### config.mk
export PLATFORM = sky130hd
export DESIGN_NAME = button_conditioner
export DESIGN_NICKNAME = d
export VERILOG_FILES = /design/src/rtl/vericade_pkg.sv /design/src/rtl/button_channel.sv /design/src/rtl/button_conditioner.sv
export SDC_FILE = /design/constraint.sdc
export NUM_CORES = 1
export LEC_CHECK = 0
export CAP_MARGIN = 10
export CORE_MARGIN = 8
export CORE_UTILIZATION = 34
export DETAILED_ROUTE_END_ITERATION = 10
export DONT_BUFFER_PORTS = 1
export GPL_TIMING_DRIVEN = 0
export HOLD_SLACK_MARGIN = 0.15
export PLACE_DENSITY = 0.55
export SLEW_MARGIN = 20
export SYNTH_ARGS = -nofsm -noshare
export SYNTH_HDL_FRONTEND = slang
export SYNTH_SLANG_ARGS = --single-unit
### constraint.sdc
create_clock -name clk -period 1.9 [get_ports clk]
set_input_delay 0.19 -clock clk [delete_from_list [all_inputs] [get_ports clk]]
set_output_delay 0.19 -clock clk [all_outputs]
set_load 0.01 [all_outputs]
### src/rtl/vericade_pkg.sv
// Shared Vericade definitions: button count, button indices and the
// per-button channel state encoding.
package vericade_pkg;

    localparam int NUM_BTN    = 5;

    localparam int BTN_UP     = 0;
    localparam int BTN_DOWN   = 1;
    localparam int BTN_LEFT   = 2;
    localparam int BTN_RIGHT  = 3;
    localparam int BTN_CENTER = 4;

    typedef enum logic [1:0] {
        RELEASED  = 2'd0,
        HELD      = 2'd1,
        REPEATING = 2'd2
    } btn_state_t;

    function automatic int max2(input int a, input int b);
        return (a > b) ? a : b;
    endfunction

endpackage

### src/rtl/button_channel.sv
// One button: two-flop synchronizer, debounce counter, press/repeat FSM and
// the repeat interval counter.
module button_channel
    import vericade_pkg::*;
#(
    parameter int DEBOUNCE_CYCLES = 500000,
    parameter bit REPEAT_EN       = 1'b0,
    parameter int REPEAT_DELAY    = 25000000,
    parameter int REPEAT_RATE     = 5000000
) (
    input  logic clk_i,
    input  logic rst_i,
    input  logic raw_i,
    output logic level_o,
    output logic pulse_o
);

    localparam int DB_W  = $clog2(DEBOUNCE_CYCLES + 1);
    localparam int RPT_W = $clog2(max2(REPEAT_DELAY, REPEAT_RATE) + 1);

    localparam logic [DB_W-1:0]  DB_LAST    = DB_W'(DEBOUNCE_CYCLES - 1);
    localparam logic [RPT_W-1:0] DELAY_LAST = RPT_W'(REPEAT_DELAY - 1);
    localparam logic [RPT_W-1:0] RATE_LAST  = RPT_W'(REPEAT_RATE - 1);

    logic             sync1_q, sync2_q;
    logic [DB_W-1:0]  db_cnt_q, db_cnt_d;
    logic             level_q, level_d;
    logic             pulse_q, pulse_d;
    btn_state_t       state_q, state_d;
    logic [RPT_W-1:0] rpt_cnt_q, rpt_cnt_d;
    logic             accept;
    logic             stable;

    always_ff @(posedge clk_i) begin
        if (rst_i) begin
            sync1_q   <= 1'b0;
            sync2_q   <= 1'b0;
            db_cnt_q  <= '0;
            level_q   <= 1'b0;
            pulse_q   <= 1'b0;
            state_q   <= RELEASED;
            rpt_cnt_q <= '0;
        end else begin
            sync1_q   <= raw_i;
            sync2_q   <= sync1_q;
            db_cnt_q  <= db_cnt_d;
            level_q   <= level_d;
            pulse_q   <= pulse_d;
            state_q   <= state_d;
            rpt_cnt_q <= rpt_cnt_d;
        end
    end

    always_comb begin
        db_cnt_d  = '0;
        level_d   = level_q;
        pulse_d   = 1'b0;
        state_d   = state_q;
        rpt_cnt_d = rpt_cnt_q;
        accept    = 1'b0;
        stable    = (sync2_q == level_q);

        if (!stable) begin
            if (db_cnt_q == DB_LAST) begin
                level_d = ~level_q;
                accept  = 1'b1;
            end else begin
                db_cnt_d = db_cnt_q + 1'b1;
            end
        end

        // Repeat counting pauses while a level change is pending, so a
        // release in progress never produces a stray repeat pulse.
        case (state_q)
            RELEASED: begin
                if (accept) begin
                    state_d   = HELD;
                    pulse_d   = 1'b1;
                    rpt_cnt_d = '0;
                end
            end
            HELD: begin
                if (accept) begin
                    state_d   = RELEASED;
                    rpt_cnt_d = '0;
                end else if (REPEAT_EN && stable) begin
                    if (rpt_cnt_q == DELAY_LAST) begin
                        state_d   = REPEATING;
                        pulse_d   = 1'b1;
                        rpt_cnt_d = '0;
                    end else begin
                        rpt_cnt_d = rpt_cnt_q + 1'b1;
                    end
                end
            end
            REPEATING: begin
                if (accept) begin
                    state_d   = RELEASED;
                    rpt_cnt_d = '0;
                end else if (stable) begin
                    if (rpt_cnt_q == RATE_LAST) begin
                        pulse_d   = 1'b1;
                        rpt_cnt_d = '0;
                    end else begin
                        rpt_cnt_d = rpt_cnt_q + 1'b1;
                    end
                end
            end
            default: begin
                state_d   = RELEASED;
                rpt_cnt_d = '0;
            end
        endcase
    end

    assign level_o = level_q;
    assign pulse_o = pulse_q;

endmodule

### src/rtl/button_conditioner.sv
// Five independent button channels between the board pins and the
// game-select mux; produces debounced levels and press/repeat pulses.
module button_conditioner
    import vericade_pkg::*;
#(
    parameter int                 DEBOUNCE_CYCLES = 500000,
    parameter logic [NUM_BTN-1:0] REPEAT_MASK     = '0,
    parameter int                 REPEAT_DELAY    = 25000000,
    parameter int                 REPEAT_RATE     = 5000000
) (
    input  logic               clk,
    input  logic               rst,
    input  logic [NUM_BTN-1:0] btn_raw,
    output logic [NUM_BTN-1:0] btn_level,
    output logic [NUM_BTN-1:0] btn_pulse
);

    if (DEBOUNCE_CYCLES < 1) begin : g_bad_debounce
        $error("DEBOUNCE_CYCLES must be >= 1");
    end
    if (REPEAT_DELAY < 1) begin : g_bad_delay
        $error("REPEAT_DELAY must be >= 1");
    end
    if (REPEAT_RATE < 1) begin : g_bad_rate
        $error("REPEAT_RATE must be >= 1");
    end

    for (genvar i = 0; i < NUM_BTN; i++) begin : g_chan
        button_channel #(
            .DEBOUNCE_CYCLES(DEBOUNCE_CYCLES),
            .REPEAT_EN      (REPEAT_MASK[i]),
            .REPEAT_DELAY   (REPEAT_DELAY),
            .REPEAT_RATE    (REPEAT_RATE)
        ) u_chan (
            .clk_i  (clk),
            .rst_i  (rst),
            .raw_i  (btn_raw[i]),
            .level_o(btn_level[i]),
            .pulse_o(btn_pulse[i])
        );
    end

endmodule

# --- Word level (Yosys, flattened, before mapping) ---
# Cells that the tools add are included.
op_classes:
  div: 0
  n_shift: 0
  eq_ne: 45
  reduce_logical: 35
  muxes: 75
  magnitude_cmp: 0
  n_addsub: 10
  multipliers: 0
  n_bitwise: 10
op_table:
  columns: ["operator", "n"]
  rows:
  - ["two-way mux 25 bit", 20]
  - ["one-hot mux 25 bit (2 select lines)", 5]
  - ["adder 25 x 1 -> 25 bit, second input constant", 5]
  - ["equality test 25 x 23 -> 1 bit, second input constant", 5]
  - ["adder 19 x 1 -> 19 bit, second input constant", 5]
  - ["equality test 19 bit, second input constant", 5]
  - ["two-way mux 1 bit", 30]
  - ["!= test 2 x 1 -> 1 bit, second input constant", 15]
  - ["AND reduction 2 bit", 15]
  - ["two-way mux 2 bit", 10]
  - ["one-hot mux 2 bit (2 select lines)", 5]
  - ["OR reduction 2 bit", 10]
  - ["!= test 3 x 1 -> 1 bit, second input constant", 5]
  - ["OR reduction 3 bit", 5]
  - ["equality test 2 x 1 -> 1 bit, second input constant", 5]
  - ["equality test 2 bit, second input constant", 5]
  - ["zero test 2 bit", 5]
  - ["inverter 1 bit", 10]
  - ["one-hot mux 1 bit (2 select lines)", 5]
  - ["equality test 1 bit", 5]
word_totals:
  word_cells: 210
  latch_bits: 0
  inputBits: 7
  regBits: 250
  output_inout_bits: 10
  memories: 0
  romBits: 0
  ram_bits: 0

# --- Longest topological paths before layout ---
logic_depth:
  word_depth: 5
  depth_mapped: 7
  mapped_depth_nobuf: 5

# --- Cells and area by module ---
# A second synthesis with hierarchy kept.
hier_totals:
  cells_unflattened: 560
  hier_area_um2: 5138.7
modules_own_cells:
  columns: ["mod", "cells_each", "instances", "area_each_um2"]
  rows:
  - ["button_channel at g_chan[0].u_chan ...", 111, 4, 1019.7]
  - ["button_channel at g_chan[4].u_chan", 116, 1, 1059.8]

# --- Worst setup path before layout ---
# Ideal clock, no wire load.
synth_timing:
  path_kind: "reg2reg"
  start: "reg g_chan[4].u_chan.db_cnt_q[14]"
  end: "reg g_chan[4].u_chan.db_cnt_q[10]"
  stages_incl_launch_ff: 6
  period_less_slack_ps: 2020
  arrival_time_ps: 1903
  path_buffers: 1
  required_ps: 1783
  setup_slack_ps: -120
  path_cell_list: "dfxtp_1 -> or4_1 -> or4_4 -> o21bai_2 -> buf_2 -> nor2_1"
synth_between:
  elab_chain_cells: 2
synth_rtl:
  columns: ["item", "line_no", "source"]
  rows:
  - ["from (decl)", "button_channel.sv:26", "logic [DB_W-1:0] db_cnt_q, db_cnt_d;"]
  - ["from (signal assigned)", "button_channel.sv:46", "db_cnt_q <= db_cnt_d;"]
  - ["equality test 19 bit", "button_channel.sv:64", "if (db_cnt_q == DB_LAST) begin"]
  - ["OR reduction 3 bit (no source line)", null, null]
# No other way between the ends.
# A chain may end at the register's enable or synchronous reset.

# --- Worst setup path after layout ---
layout_timing:
  start: "reg g_chan[0].u_chan.db_cnt_q[12]"
  end: "reg g_chan[0].u_chan.state_q[0]"
layout_between:
  elab_chain_cells: 5
  elab_cells_between_ends: 6
layout_rtl:
  columns: ["item", "line_no", "source"]
  rows:
  - ["from (decl)", "button_channel.sv:26", null]
  - ["from (signal assigned)", "button_channel.sv:46", null]
  - ["equality test 19 bit (*)", "button_channel.sv:64", null]
  - ["two-way mux 1 bit (*)", "button_channel.sv:64", null]
  - ["two-way mux 1 bit (*)", "button_channel.sv:63", "if (!stable) begin"]
  - ["!= test 2 x 1 -> 1 bit (no source line)", null, null]
  - ["AND reduction 2 bit (no source line) (*)", null, null]
  - ["to (signal assigned)", "button_channel.sv:49", "state_q <= state_d;"]
  - ["to (decl)", "button_channel.sv:29", "btn_state_t state_q, state_d;"]
# Mark *: on every way between the ends. The rest lies on a longest branch, timed or not.

==> impl_metrics.prom <==
# TYPE chip_impl_metric gauge
chip_impl_info{name="status",value="complete, but fails checks"} 1
chip_impl_info{name="violations",value="negative setup slack"} 1
chip_impl_metric{name="finClkSkew",unit="ns"} 0.01072
chip_impl_metric{name="power.total",unit="mW"} 5.795
chip_impl_metric{name="fmax",unit="MHz"} 487.4
chip_impl_metric{name="die-height",unit="microns"} 140.2
chip_impl_metric{name="initial_core_util",unit="%"} 34.62
chip_impl_metric{name="top_level_ports",unit=""} 17
chip_impl_metric{name="postSynthRegisterBits",unit=""} 120
chip_impl_metric{name="clock_latency",unit="ns"} 0.41
chip_impl_metric{name="first_global_vias",unit=""} 4179
chip_impl_info{name="post-synth-top-count-cell",value="sky130_fd_sc_hd__dfxtp_1"} 1
chip_impl_metric{name="detailedRoute.firstPassIterationCount",unit=""} 4
chip_impl_metric{name="antenna_found_initial",unit=""} 0
chip_impl_metric{name="nets",unit=""} 639
chip_impl_metric{name="htree_levels",unit=""} 4
chip_impl_metric{name="rows",unit=""} 45
chip_impl_info{name="synth_commonest_cells",value="120 x sky130_fd_sc_hd__dfxtp_1, 73 x sky130_fd_sc_hd__nor2_1, 35 x sky130_fd_sc_hd__nand2_1"} 1
chip_impl_metric{name="crit_path_max_fanout",unit=""} 5
chip_impl_metric{name="cts-buffers-inserted",unit=""} 17
chip_impl_metric{name="dp.cells",unit=""} 775
chip_impl_metric{name="synth_async_sr_flop_share",unit="%"} 0
chip_impl_info{name="cts_tree",value="built"} 1
chip_impl_metric{name="area_share_of_the_largest_cell_type_after_synthesis",unit="%"} 45.81
chip_impl_metric{name="worst_tran_pin_value",unit="ns"} 0.5853
chip_impl_metric{name="syn_nets",unit=""} 599
chip_impl_metric{name="drc",unit=""} 0
chip_impl_metric{name="dp_hpwl",unit="microns"} 7601
chip_impl_info{name="worstSetupPathType",value="reg -> reg"} 1
chip_impl_info{name="cts_root_buffer",value="sky130_fd_sc_hd__clkbuf_16"} 1
chip_impl_info{name="hold_class",value="in -> reg"} 1
chip_impl_metric{name="synth_enable_flop_cells",unit=""} 0
chip_impl_metric{name="post_drt_wl_per_cell",unit="microns"} 13.77
chip_impl_metric{name="finalWirelength",unit="microns"} 11400
chip_impl_metric{name="fin_cells",unit=""} 828
chip_impl_metric{name="grt_overflow_total",unit=""} 0
chip_impl_metric{name="cts.sink_count",unit=""} 120
chip_impl_metric{name="routed-via-count",unit=""} 4327
chip_impl_metric{name="final_hold_viol_count",unit=""} 0
chip_impl_metric{name="synth_cell_types",unit=""} 41
chip_impl_metric{name="cp.arrival",unit="ns"} 2.39
chip_impl_metric{name="cellPowerDensity",unit="nW/um^2"} 880.9
chip_impl_metric{name="final_period_minus_worst_setup_slack",unit="ns"} 2.052
chip_impl_metric{name="global_route.usage.total",unit="%"} 11.92
chip_impl_metric{name="timing.max_cap.violations",unit=""} 0
chip_impl_metric{name="routabilityCongestion",unit=""} 0.7350
chip_impl_metric{name="ant_nets",unit=""} 0
chip_impl_metric{name="finalSetupViolCount",unit=""} 37
chip_impl_metric{name="post_synth_instance_area",unit="sq um"} 5244
chip_impl_info{name="cell_taking_the_most_area_after_synthesis",value="sky130_fd_sc_hd__dfxtp_1"} 1
chip_impl_metric{name="cts_buffer_depth",unit=""} 2
chip_impl_metric{name="dpl-instance-area",unit="sq um"} 5522
chip_impl_info{name="critPathLaunchType",value="flop"} 1
chip_impl_info{name="rsz0062_at_grt",value="true"} 1
chip_impl_metric{name="layout-drive-gt1-share",unit="%"} 22.50
chip_impl_metric{name="timing.final.ws_setup",unit="ns"} -0.1519
chip_impl_metric{name="coreArea",unit="sq um"} 15150
chip_impl_metric{name="grt_first_pass_wirelength",unit="microns"} 19060
chip_impl_info{name="primary_flip_flop_cell_chosen_by_synthesis_mapping",value="sky130_fd_sc_hd__dfxtp_1"} 1
chip_impl_metric{name="io_buffer_count",unit=""} 0
chip_impl_metric{name="viasPerCell",unit=""} 5.226
chip_impl_metric{name="cellLeakagePower",unit="nW"} 2.009
chip_impl_metric{name="n_antenna_cell",unit=""} 0
chip_impl_metric{name="die_width",unit="microns"} 140.2
chip_impl_metric{name="grt_max_degree",unit=""} 17
chip_impl_metric{name="drv_slew",unit=""} 0
chip_impl_info{name="post_synth_main_area_contributors",value="sky130_fd_sc_hd__dfxtp_1 46%, sky130_fd_sc_hd__xor2_1 5.7%, sky130_fd_sc_hd__nor2_1 5.2%, sky130_fd_sc_hd__xnor2_1 5.0%, sky130_fd_sc_hd__a21oi_1 3.2%"} 1
chip_impl_metric{name="worst-endpoint-required",unit="ns"} 2.23
chip_impl_metric{name="seq_area_frac_synth",unit="%"} 45.81
chip_impl_metric{name="clkSlewWorstSetupHoldPaths",unit="ns"} 0.05
chip_impl_metric{name="synth_warnings",unit=""} 0
chip_impl_metric{name="min_period_over_period",unit="%"} 108.0
chip_impl_info{name="endpoint_kind",value="flop"} 1
chip_impl_metric{name="syn-mean-instance-area",unit="sq um"} 8.933
chip_impl_metric{name="detailedRoute.firstIterationViolations",unit=""} 178
chip_impl_metric{name="die_area",unit="sq um"} 19650
chip_impl_metric{name="ir_drop",unit="mV"} 0.6272
chip_impl_metric{name="timing.slew.headroom",unit="%"} 60.98
chip_impl_metric{name="finalCoreUtilization",unit="%"} 43.44
chip_impl_metric{name="place_worst_setup_slack",unit="ns"} -0.4739
chip_impl_metric{name="final_area",unit="sq um"} 6579
chip_impl_metric{name="postSynthCellCount",unit=""} 587
chip_impl_metric{name="layout-area-overhead-vs-synth",unit="%"} 25.46
==> critical path: stages (launching register included) <==
cell,delay [ns]
sky130_fd_sc_hd__dfxtp_2,0.32
sky130_fd_sc_hd__or4b_4,0.53
sky130_fd_sc_hd__or4_4,0.57
sky130_fd_sc_hd__or4_1,0.43
sky130_fd_sc_hd__a21oi_1,0.13
==> where the power goes <==
group / switching, mW / internal (mW) / total (mW)
clock network: 1.08 / 2.10 / 3.18
logic: 0.0467 / 0.0359 / 0.0826
registers: 0.00731 / 2.53 / 2.53
total: 1.14 / 4.66 / 5.80
==> area by class of cell <==
type / instances / area, sq um
clock buffer: 25 / 505.5
buffer: 20 / 133.9
inverter: 11 / 41.29
timing repair buffer: 26 / 230.2
multi-input combinational: 431 / 2913
fill: 1442 / 8567
sequential: 120 / 2430
tap: 188 / 235.2
clock inverter: 7 / 90.09
==> per-layer routing <==
| metal | global-route usage [%] | routed length (microns) | vias to the layer above |
|---|---|---|---|
| met1 | 13.64 | 5373 | 2066 |
| li1 | - | - | 2188 |
| met4 | 4.971 | 140 | 0 |
| met3 | 4.179 | 425 | 14 |
| met2 | 19.87 | 5458 | 59 |
| met5 | 0 | 0 | - |
==> cell families after synthesis <==
logic type               Yosys count  synth area share (%)
AO/OA/AOI/OAI                     74                 8.160
XOR/XNOR                          64                 10.69
adder cells (fa/ha/maj)            5                 1.193
buffers and inverters             36                 3.388
flip-flops                       120                 45.81
multiplexers                       1                0.2147
AND/OR/NAND/NOR                  287                 30.54
==> metrics by stage <==
step           hold WS (ns)  setup TNS (ns)
3_3_place_gp         0.3194          -16.59
4_1_cts              0.3710          -1.197
6_report             0.4000          -2.600
5_1_grt              0.4054          -4.804
2_1_floorplan        0.3182         -0.2548
3_5_place_dp         0.3270          -18.56
==> sequential cells by signal (all words and copies together) (netlist names) <==
signal	count
g_chan.u_chan.pulse_o	5
g_chan.u_chan.sync2_q	5
g_chan.u_chan.state_q	5
g_chan.u_chan.db_cnt_q	95
g_chan.u_chan.sync1_q	5
g_chan.u_chan.level_o	5
==> cells in the final DEF, fill, tap and decap left out, types with 3 or more instances in the layout <==
master / count
sky130_fd_sc_hd__xor2_1: 34
sky130_fd_sc_hd__o21ai_0: 19
sky130_fd_sc_hd__and4_1: 9
sky130_fd_sc_hd__clkbuf_1: 8
sky130_fd_sc_hd__buf_4: 26
sky130_fd_sc_hd__inv_1: 11
sky130_fd_sc_hd__clkbuf_16: 17
sky130_fd_sc_hd__nor2b_1: 12
sky130_fd_sc_hd__buf_6: 8
sky130_fd_sc_hd__clkinv_2: 3
sky130_fd_sc_hd__nor4_2: 3
sky130_fd_sc_hd__or2_2: 5
sky130_fd_sc_hd__dfxtp_4: 4
sky130_fd_sc_hd__nand4_1: 26
sky130_fd_sc_hd__a21oi_2: 9
sky130_fd_sc_hd__nor4bb_2: 3
sky130_fd_sc_hd__dfxtp_2: 10
sky130_fd_sc_hd__dfxtp_1: 106
sky130_fd_sc_hd__xnor2_1: 30
sky130_fd_sc_hd__nand2_1: 34
sky130_fd_sc_hd__o31ai_1: 13
sky130_fd_sc_hd__nor2_2: 17
sky130_fd_sc_hd__and3_1: 10
sky130_fd_sc_hd__dlygate4sd3_1: 5
sky130_fd_sc_hd__or3_1: 20
sky130_fd_sc_hd__o21bai_4: 3
sky130_fd_sc_hd__nor3_1: 5
sky130_fd_sc_hd__nor2_1: 54
sky130_fd_sc_hd__and2_1: 4
sky130_fd_sc_hd__or4_1: 14
sky130_fd_sc_hd__a21oi_1: 25
sky130_fd_sc_hd__clkbuf_8: 5
sky130_fd_sc_hd__nand3_1: 31
sky130_fd_sc_hd__ha_1: 4
sky130_fd_sc_hd__nor4_1: 12
==> path summary, 6_finish.rpt <==
check	start	endpoint	slack (ns)	cells after the start
worst max-delay path	g_chan[0].u_chan.db_cnt_q[12]	g_chan[0].u_chan.state_q[0]	-0.15	4
worst min-delay path	rst	g_chan[3].u_chan.state_q[0]	0.40	3
worst max register to register	g_chan[0].u_chan.db_cnt_q[12]	g_chan[0].u_chan.state_q[0]	-0.15	4
worst min register to register	g_chan[4].u_chan.sync1_q	g_chan[4].u_chan.sync2_q	0.44	1
==> what timing repair did <==
item / in CTS / in global routing
gates cloned: 1 / 1
hold endpoints to repair: 5 / 0
resized for setup: 40 / 46
pin swaps: 19 / 10
setup buffers: 14 / 5
setup endpoints to repair: 91 / 81
hold buffers: 5 / 0
No activity file was read; power rests on OpenSTA's default activity.
